## src/rtl/sincos_arbiter.sv

```systemverilog
// sincos_arbiter: round-robin sharing of one sincos core between two phase requesters with tag-routed results
module sincos_arbiter #(
  parameter int PHASE_W = 16,
  parameter int OUT_W = 16,
  parameter int TAG_DEPTH = 8,
  parameter logic signed [PHASE_W-1:0] PI_Q = 16'sh6488
) (
  input  logic               clk,
  input  logic               rst,
  input  logic [PHASE_W-1:0] req0_phase,
  input  logic               req0_valid,
  output logic               req0_ready,
  input  logic [PHASE_W-1:0] req1_phase,
  input  logic               req1_valid,
  output logic               req1_ready,
  output logic [PHASE_W-1:0] core_phase,
  output logic               core_phase_tvalid,
  input  logic [OUT_W-1:0]   core_cos,
  input  logic [OUT_W-1:0]   core_sin,
  input  logic               core_tvalid,
  output logic [OUT_W-1:0]   rsp0_cos,
  output logic [OUT_W-1:0]   rsp0_sin,
  output logic               rsp0_valid,
  output logic [OUT_W-1:0]   rsp1_cos,
  output logic [OUT_W-1:0]   rsp1_sin,
  output logic               rsp1_valid,
  output logic               busy,
  output logic               err_orphan
);
  localparam int AW = $clog2(TAG_DEPTH);
  localparam logic signed [PHASE_W:0] PI_X = {PI_Q[PHASE_W-1], PI_Q};
  localparam logic signed [PHASE_W:0] TWO_PI = PI_X <<< 1;
  logic [AW:0] cnt_q, cnt_d;
  logic [AW-1:0] wr_q, rd_q;
  logic tag_q [TAG_DEPTH];
  logic prio_q, room, gnt0, gnt1, push, pop, id;
  logic [PHASE_W-1:0] ph;
  logic signed [PHASE_W:0] p, n;
  always_comb begin
    room = cnt_q != (AW+1)'(TAG_DEPTH);
    gnt0 = room & req0_valid & (~req1_valid | ~prio_q);
    gnt1 = room & req1_valid & (~req0_valid | prio_q);
    push = gnt0 | gnt1;
    pop = core_tvalid & (cnt_q != '0);
    id = tag_q[rd_q];
    cnt_d = cnt_q + (AW+1)'(push) - (AW+1)'(pop);
    ph = gnt1 ? req1_phase : req0_phase;
    p = $signed({ph[PHASE_W-1], ph});
    n = p > PI_X ? p - TWO_PI : p < -PI_X ? p + TWO_PI : p;
  end
  assign req0_ready = gnt0;
  assign req1_ready = gnt1;
  assign busy = cnt_q != '0;
  always_ff @(posedge clk) begin
    if (rst) begin
      cnt_q <= '0;
      wr_q <= '0;
      rd_q <= '0;
      prio_q <= 1'b0;
      core_phase <= '0;
      core_phase_tvalid <= 1'b0;
      rsp0_cos <= '0;
      rsp0_sin <= '0;
      rsp0_valid <= 1'b0;
      rsp1_cos <= '0;
      rsp1_sin <= '0;
      rsp1_valid <= 1'b0;
      err_orphan <= 1'b0;
    end else begin
      cnt_q <= cnt_d;
      core_phase_tvalid <= push;
      rsp0_valid <= pop & ~id;
      rsp1_valid <= pop & id;
      err_orphan <= err_orphan | (core_tvalid & (cnt_q == '0));
      if (push) begin
        tag_q[wr_q] <= gnt1;
        wr_q <= wr_q + 1'b1;
        prio_q <= gnt0;
        core_phase <= n[PHASE_W-1:0];
      end
      if (pop) rd_q <= rd_q + 1'b1;
      if (pop & ~id) begin
        rsp0_cos <= core_cos;
        rsp0_sin <= core_sin;
      end
      if (pop & id) begin
        rsp1_cos <= core_cos;
        rsp1_sin <= core_sin;
      end
    end
  end
endmodule
```

## config.mk

```make
export PLATFORM = sky130hd
export DESIGN_NAME = sincos_arbiter
export DESIGN_NICKNAME = d
export VERILOG_FILES = /design/src/rtl/sincos_arbiter.sv
export SDC_FILE = /design/constraint.sdc
export NUM_CORES = 1
export LEC_CHECK = 0
export CAP_MARGIN = 20
export CELL_PAD_IN_SITES_DETAIL_PLACEMENT = 2
export CELL_PAD_IN_SITES_GLOBAL_PLACEMENT = 2
export CORE_UTILIZATION = 25
export CTS_CLUSTER_SIZE = 28
export DETAILED_ROUTE_END_ITERATION = 16
export DONT_BUFFER_PORTS = 1
export PLACE_DENSITY = 0.62
export REMOVE_ABC_BUFFERS = 1
export SLEW_MARGIN = 15
export SYNTH_ARGS = -nofsm -noshare
export SYNTH_HDL_FRONTEND = slang
export SYNTH_SLANG_ARGS = --single-unit
```

## constraint.sdc

```tcl
create_clock -name clk -period 3.5 [get_ports clk]
set_clock_uncertainty 0.2 [all_clocks]
set_input_delay 0.7 -clock clk [delete_from_list [all_inputs] [get_ports clk]]
set_output_delay 0.7 -clock clk [all_outputs]
set_load 0.02 [all_outputs]
```

Word level (Yosys, flattened, before mapping)
Memory sizes are Yosys's and may differ from the RTL's. A register that Yosys moved wholly into a read port is not among the register bits.
Index checks and enable logic that the tools add are counted.
- flip-flop bits (word level): 95
- memory bits (writable): 8
- input bits: 69
- word-level logic and storage cells: 49
- memories kept: 1
- add/sub/neg operators: 6
- order comparisons: 2
- equal/unequal tests: 1
- multiplexer cells: 8
- bitwise logic cells: 16
- reductions and logical operators: 2
- memory list (name ; depth ; width ; read ports ; clocked after Yosys merged registers in ; wr ports ; RTL line ; RTL):
    tag_q ; 8 ; 1 ; 1 ; 1 ; 1 ; 35 ; logic tag_q [TAG_DEPTH];
- operators with widths (operator ; number):
    16-bit two-way mux ; 3
    16-bit by 15-bit adder with 16-bit output (second input constant) ; 1
    16-bit > comparator (second input constant) ; 1
    16-bit less-than comparator (second input constant) ; 1
    16-bit by 15-bit subtractor with 16-bit output (second input constant) ; 1
    1-bit bitwise AND ; 8
    3-bit by 1-bit adder with 3-bit output (second input constant) ; 2
    3-bit two-way mux ; 2
    4-bit by 1-bit adder with 4-bit output ; 1
    4-bit zero test ; 1
    4-bit != test (second input constant) ; 1
    1-bit NOT ; 4
    1-bit OR ; 4
    4-bit nonzero test ; 1
    4-bit by 1-bit subtractor with 4-bit output ; 1
    1-bit two-way mux ; 3

Longest topological paths before layout
- depth in word-level cells: 7
- mapped depth: 19
- mapped depth without buffers: 15

Worst setup path before layout
No wires, ideal clock.
- path kind: reg-to-reg
- from: reg cnt_q[2]
- to: reg core_phase[6]
- setup time: 86 ps
- arrival time: 3453 ps
- data required time: 3214 ps
- slack: -239 ps
- cell stages (with the launch flop): 20
- clock period less this slack: 3739 ps
- cell sequence: dfxtp_1 > inv_1 > ha_1 > or3b_1 > buf_2 > nand3_4 > inv_2 > buf_2 > buf_2 > nand2_1 > nand2_1 > ha_1 > a31oi_1 > o31ai_1 > and4_1 > nor3_1 > clkbuf_1 > a22oi_1 > xor2_1 > a211oi_1
- word-level cells in the longest chain between the ends: 7
- elaborated cells on any way between the ends: 13
- RTL lines (what ; RTL line ; RTL):
    start: declaration ; 33 ; logic [AW:0] cnt_q, cnt_d;
    start signal: assignment ; 70 ; cnt_q <= cnt_d;
    4-bit != test * ; 40 ; room = cnt_q != (AW+1)'(TAG_DEPTH);
    1-bit bitwise AND * (2 in a row) ; 42 ; gnt1 = room & req1_valid & (~req0_valid | prio_q);
    via req1_ready ; 15 ; output logic req1_ready,
    16-bit two-way mux ; 47 ; ph = gnt1 ? req1_phase : req0_phase;
    16-bit by 15-bit adder with 16-bit output or 16-bit less-than comparator (tied branches) ; 49 ; n = p > PI_X ? p - TWO_PI : p < -PI_X ? p + TWO_PI : p;
    16-bit two-way mux (2 in a row) ; 49 ;
    end signal: assignment ; 79 ; core_phase <= n[PHASE_W-1:0];
    end: declaration ; 16 ; output logic [PHASE_W-1:0] core_phase,
Mark *: on every way through the listed nets, which the timed path passes. The rest lies on a longest branch.
A chain may end at the register's enable or synchronous reset.

Worst setup path after layout
- from: reg cnt_q[2]
- to: reg core_phase[11]
- word-level cells in the longest chain between the ends: 7
- elaborated cells on any way between the ends: 13
- RTL lines (what ; RTL line):
    4-bit != test * ; 40
    1-bit bitwise AND (2 in a row) ; 42
    16-bit two-way mux ; 47
    16-bit by 15-bit adder with 16-bit output or 16-bit less-than comparator (tied branches) ; 49
    16-bit two-way mux (2 in a row) ; 49
Every way passes the cells marked *; elsewhere a longest branch is shown, timed or not.

==> results.md <==
- Die area: 19640 sq um
- Maximum vdd drop: 0.1988 mV
- Worst Slack Setup Final: 151.2 ps
- Summed area of non-filler cells in the final layout: about 5400 sq um
- Tmin final: 3349 ps
- Detail Route Antenna Nets: 0
- Area share of the largest cell type after synthesis: 0.4113
- Final worst-path cycle share: 0.9568
- Share of power burned in registers: 0.471
- Wl on met1: roughly 5.7 mm
- Met3 layer wire length in the routed design: between 1 and 1.5 mm
- Standard-cell row count: 50
- Routed via count divided by cell count: 5.061
- Count of max-cap constraint violations: 0
- Number of setup violations in the final report: 0
- Worst setup slack before clock tree synthesis: -104.6 ps
- Req. time, crit path: 3580 ps
- Fraction of layout instances using a drive strength above 1: 0.1208
- Number of warnings printed during yosys synthesis: 0
- Path depth of the worst reg2reg path: 15
- Worst setup endpoint: core_phase[11]
- Core Area: 18710 sq um
- Number of antenna violations at the first check in global routing: 0
- Aggregate routed wire length: 13.98 mm
- Worst hold-check path type: in2reg
- Highest net fanout along the worst path: 11
- Violation count after the first detailed-route iteration: between 80 and 90
- Min Hold Slack: around 220 ps
- Combinational share of power: 0.278
- Routability-driven placement congestion ratio: 0.8235
- Number of I/O port buffers: 0
- Depth of the CTS H-tree: 3
- Critical path startpoint category: flop
- Uppermost layer routed: met4
- Final routed wire length divided by cell count: 18.92 um
- Number of enable-type register cells in the synthesized netlist: 8
- Critical path start-end classification: reg2reg
- Part of the Yosys area used for sequential elements: 0.4617
- Status: finished, final reports clean
- Top cell family by delay on the critical path: simple AND/OR/NAND/NOR gates
- Launch point of the worst reg-to-reg path: cnt_q[2]
- Clock tree from TritonCTS: done
- Top cells by instance count after synthesis: 103 x nor2_1, 98 x dfxtp_1, 77 x mux2i_1, 35 x nand2_1, 14 x clkbuf_1
- Pin count of the biggest net entering global routing: 97
- Number of library cell types mapped by synthesis: 57
- Skew-Pair Late Insertion Delay: 350 ps
- Number of pins exceeding their max-slew limit in the final report: 0
- Die X: around 140 um
- Finished Core Util: 0.2911
- Slowest cell on the critical path: or3b_1
- Aggregate global-route resource usage: 0.1454
- Count leader, synth: nor2_1
- Total cell area at the placement stage: 5060 sq um
- Relative area change from synthesis to final layout: 14.17%
- Post-DP HPWL: 10.31 mm
- Reg2Reg Capture Point: core_phase[11]
- Antenna Cells: 0
- Stages on the worst setup path: 15
- Vias in the first global route: 4103
- Synthesized instance count: between 400 and 500
- Initial cell density of the core: 0.2550
- Sum of negative setup slack: 0 ps
- CP endpoint kind: flop
- Synthesized area divided by synthesized cell count: 9.616 sq um
- Number of buffers and inverters on the critical path: 2
- Switching fraction of total power: 0.3788
- Worst slew margin: 0.6108
- Post-CTS clock slew at the launch and capture registers of the worst setup and hold paths: 80 ps
- Number of buffers added to fix hold violations after cts: 0
- Net count reported at finish: 579
- Root buf cell: clkbuf_16
- Power Dens Cells: 726.0 nW/um^2
- Fmax: between 200 and 300 MHz
- Iteration count of the initial detailed-routing pass: 4
- Delay of the slowest critical-path stage: about 410 ps
- Buffer depth of the longest clock path: 2
- Biggest area contributors in the synthesized netlist: dfxtp_1 41%, mux2i_1 16%, nor2_1 8.1%
- Slew at the pin with the worst max-slew slack: roughly 580 ps
- Number of sinks handled by clock tree synthesis: 106
- Final Hold Fails: 0
- Worst path cell trace: inv_1, ha_1, or3b_1, nand3_4, nand2_1, nand2_1, ha_4, a31oi_1, o31ai_1, and4_2, nor3_1, buf_4, o41ai_4, nand4_1, a31oi_1
- Wire length of the first global-routing pass: 22.18 mm
- Number of vias in the routed layout: roughly 3700
- Start point of the critical path: cnt_q[2]
- CP Data Arrival Time: 3430 ps
- Net switching power: 1.497 mW
- Unrepaired setup endpoints after global routing: true
- Async S/R FF share, synth: 0
- Register-to-register setup slack: 150 ps
- Die extent in y: 140.1 um
- Leakage power figure: 2.183 nW
- Clk pwr share: 0.251
- Clock buffer count from CTS: 9
- Internal Power: 2.456 mW
- Cell taking the most area after synthesis: dfxtp_1
- Met2 Routed Length: about 6.9 mm
- Count of state elements after synthesis: between 100 and 150
- Drt drc: 0
- Global route overflow: 0
- Syn Std Cell Area: approximately 4800 sq um
- Boundary pin count: 156
- Predominant post-synthesis flop cell: dfxtp_1
-- layer usage --
metal  vias to the layer above  GRT usage
met1                      1833     0.1607
met4                         0    0.03817
met3                        14    0.06085
met5                         -          0
li1                       1751          -
met2                       142     0.2555
-- worst register-to-register path, cell delays in order, from the launching register on --
cell and delay (ps):
dfxtp_1 310, inv_1 90, ha_1 160, or3b_1 410, nand3_4 150, nand2_1 70, nand2_1 150, ha_4 170
a31oi_1 80, o31ai_1 260, and4_2 270, nor3_1 60, buf_4 210, o41ai_4 370, nand4_1 140, a31oi_1 180
-- final cells by class --
class | count | area (sq um)
inverter | 10 | 37.54
multi-input combinational | 353 | 2469
tap | 234 | 292.8
timing repair buffer | 20 | 150.1
clock buffer | 9 | 225.2
fill | 2073 | 13260
sequential | 106 | 2202
clock inverter | 7 | 68.82
-- repair_timing --
item                       4_1_cts  5_1_grt
gates resized for setup          2        5
cloned                           0        0
pin swaps                        2        1
buffers inserted                 1        5
setup endpoints to repair        1        9
-- sequential cells by signal, indices dropped and copies added, names as in the netlist, 4 cells and up, named ones only --
register and cells:
core_phase 16, rsp0_cos 16, rsp0_sin 16, rsp1_cos 16, rsp1_sin 16, tag_q 8, cnt_q 4
-- per-stage QoR --
step,power [mW],cells
finish,3.953,739
global route,4.224,739
CTS,4.023,734
detailed placement,2.999,717
global placement,2.929,717
floorplan,2.671,469
-- kinds of logic after synthesis --
kind of cell / share of synthesized area
xor+xnor: 0.02204
fa+ha+maj: 0.02781
simple gates: 0.1800
flops: 0.4617
compound gates: 0.09549
buf+inv: 0.03253
mux: 0.1805
-- cells in the final DEF, fill, tap and decap left out, types with 3 or more instances in the layout --
master	netlist	layout
dfxtp_1	98	98
a311oi_1	3	3
nand4_1	4	4
xor2_1	4	4
ha_1	9	8
mux2i_1	77	77
nor3_1	9	9
o21ai_0	8	8
nand2_1	35	34
nor2_1	103	102
o31ai_1	3	3
xnor2_1	8	8
nand3_1	3	3
edfxtp_1	8	8
inv_6	0	3
mux2_2	4	4
a211oi_1	10	10
or3_1	4	4
a31oi_1	8	8
inv_1	9	9
nor4_1	6	6
clkbuf_16	0	9
buf_4	0	20
nand2b_1	7	7
a21oi_1	9	9
-- power by group through the flow --
| stage | Sequential (mW) | Clock (mW) | Combinational, mW |
|---|---|---|---|
| global route | 1.90 | 1.09 | 1.24 |
| floorplan | 1.83 | 0 | 0.845 |
| finish | 1.86 | 0.991 | 1.10 |
| CTS | 1.87 | 1.04 | 1.11 |
| detailed placement | 1.90 | 0 | 1.10 |
| global placement | 1.89 | 0 | 1.04 |
-- worst min path at each step --
stage / endpoint / from / cells after the start
after floorplan: prio_q / prio_q / 2
after global placement: prio_q / prio_q / 2
after detailed placement: prio_q / prio_q / 2
after CTS: core_phase[14] / rst / 1
after global routing: core_phase[14] / rst / 1
final: core_phase[14] / rst / 1
(Power assumes the default switching activity.)
==> variant (config.mk and constraints unchanged) <==
Change the parameter `PHASE_W` from 16 to 24.
--- a/src/rtl/sincos_arbiter.sv
+++ b/src/rtl/sincos_arbiter.sv
@@ -1,6 +1,6 @@
 // sincos_arbiter: round-robin sharing of one sincos core between two phase requesters with tag-routed results
 module sincos_arbiter #(
-  parameter int PHASE_W = 16,
+  parameter int PHASE_W = 24,
   parameter int OUT_W = 16,
   parameter int TAG_DEPTH = 8,
   parameter logic signed [PHASE_W-1:0] PI_Q = 16'sh6488
Interface: changed (resized core_phase, req0_phase and req1_phase); port bits go from 156 to 180. No check against the original RTL was run, so the function may have changed too.
==> variant against the original RTL <==
Synthesized cell count rose by 30%; sequential cell count grew 8; total power increased by 37%; area after synthesis is 24% higher; design area up 36%; global-route usage rose by 2.5 points; wire length grew 47%; setup slack got worse by 120 ps; highest routed layer unchanged.
==> variant: results (changes against the original RTL) <==
INFO  metric cp_data_arrival_time = 3600 ps (+170 ps)
INFO  metric status = completed
INFO  metric design_area = 7390 um2 (+36%)
INFO  metric max_stage_delay = 430 ps (+20 ps)
INFO  metric share_of_post_route_cells_with_drive_strength_above_1 = 20.4% (+8.3 points)
INFO  metric post_synth_xor_area_fraction = 3.55% (+1.3 points)
INFO  metric first_pass_grt_wire_length = 31800 um (+43%)
INFO  metric grt_pass1_vias = 5632 (+37%)
INFO  metric max-slew-margin-rel = 56.0% (-5.0 points)
INFO  metric routabilityCongestion = 0.819 (-0.52%)
INFO  metric numCtsBuffers = 17 (+8)
INFO  metric max_stage_delay_cell_worst_path = sky130_fd_sc_hd__or3_4
INFO  metric ctsHtreeMaxLevel = 4 (+1)
INFO  metric compound_cell_area_share_of_the_yosys_netlist = 15.0% (+5.4 points)
INFO  metric commonest_cells_in_the_netlist = sky130_fd_sc_hd__nor2_1, sky130_fd_sc_hd__dfxtp_1, sky130_fd_sc_hd__mux2i_1, sky130_fd_sc_hd__nand2_1, sky130_fd_sc_hd__clkbuf_1
INFO  metric post_synth_mux_area_share = 16.9% (-1.1 points)
INFO  metric detail_route.iter0.violations = 166 (+91%)
INFO  metric ys_seq_area_share = 39.9% (-6.3 points)
INFO  metric p_leak = 2.97 nW (+36%)
INFO  metric worst-path-max-fanout = 5 (-6)
INFO  metric viasPerCell = 5.09 (+0.59%)
INFO  metric post_synth_inst_count = 645 (+30%)
INFO  metric critical_path.top_delay_family = compound AO/OA/AOI/OAI gates
INFO  metric routed_wl = 20500 um (+47%)
INFO  metric synth-adder-area-share = 2.66% (-0.12 points)
INFO  metric placed_cells = 947 (+32%)
INFO  metric yosys.cell_types.count = 72 (+26%)
INFO  metric synth.top_cells.by_area = sky130_fd_sc_hd__dfxtp_1, sky130_fd_sc_hd__mux2i_1, sky130_fd_sc_hd__nor2_1
INFO  metric grt_start_max_net_pins = 108 (+11%)
INFO  metric worstSkewPairLatency = 420 ps (+70 ps)
INFO  metric dpl.hpwl = 14700 um (+42%)
variant: metal layers:
| layer | share of wire (%) | up-vias | GRT usage, % |
|---|---|---|---|
| met5 | 0 | - | 0 |
| met2 | 48 | 191 | 29.6 |
| met1 | 41 | 2479 | 19.0 |
| met3 | 10 | 20 | 7.00 |
| met4 | 0.98 | 0 | 4.81 |
| li1 | - | 2350 | - |
variant: area by class of cell:
type                       count  area, um2
sequential                   114       2360
clock inverter                14        140
tap                          313        392
timing repair buffer          40        394
fill                        2505      15500
clock buffer                  18        450
multi-input combinational    469       3560
inverter                      22       87.6
variant: repair_timing:
item | CTS | global route
pin swaps | 8 | 35
setup buffers | 5 | 5
cloned | 1 | 0
endpoints found under the setup margin | 19 | 20
gates resized for setup | 24 | 39
variant: logic make-up (layout without fill, tap and decap cells):
logic type / count (synthesis) / count (layout)
xor+xnor: 24 / 24
compound gates: 106 / 106
simple gates: 230 / 230
buf+inv: 62 / 94
fa+ha+maj: 12 / 12
mux: 97 / 97
flops: 114 / 114
variant: stage by stage:
| stage | setup slack [ps] | hold slack, ps | power [mW] |
|---|---|---|---|
| finish | 30.1 | 138 | 5.42 |
| global route | -117 | 115 | 5.72 |
| CTS | 0.752 | 119 | 5.43 |
| detailed placement | -280 | 289 | 3.55 |
| global placement | -105 | 263 | 3.47 |
| floorplan | -793 | 247 | 3.09 |
variant: path summary, 6_finish.rpt:
path	start	to	slack, ps	depth (start not counted)
setup / recovery	cnt_q[2]	core_phase[22]	30	15
hold / removal	rst	core_phase[12]	140	1
setup reg to reg	cnt_q[2]	core_phase[22]	30	15
hold reg to reg	prio_q	prio_q	300	2
variant: where the power goes:
group,switching (mW),internal [mW],total (mW)
Sequential,0.461,1.58,2.05
Clock,0.717,1.04,1.76
Combinational,0.873,0.742,1.62
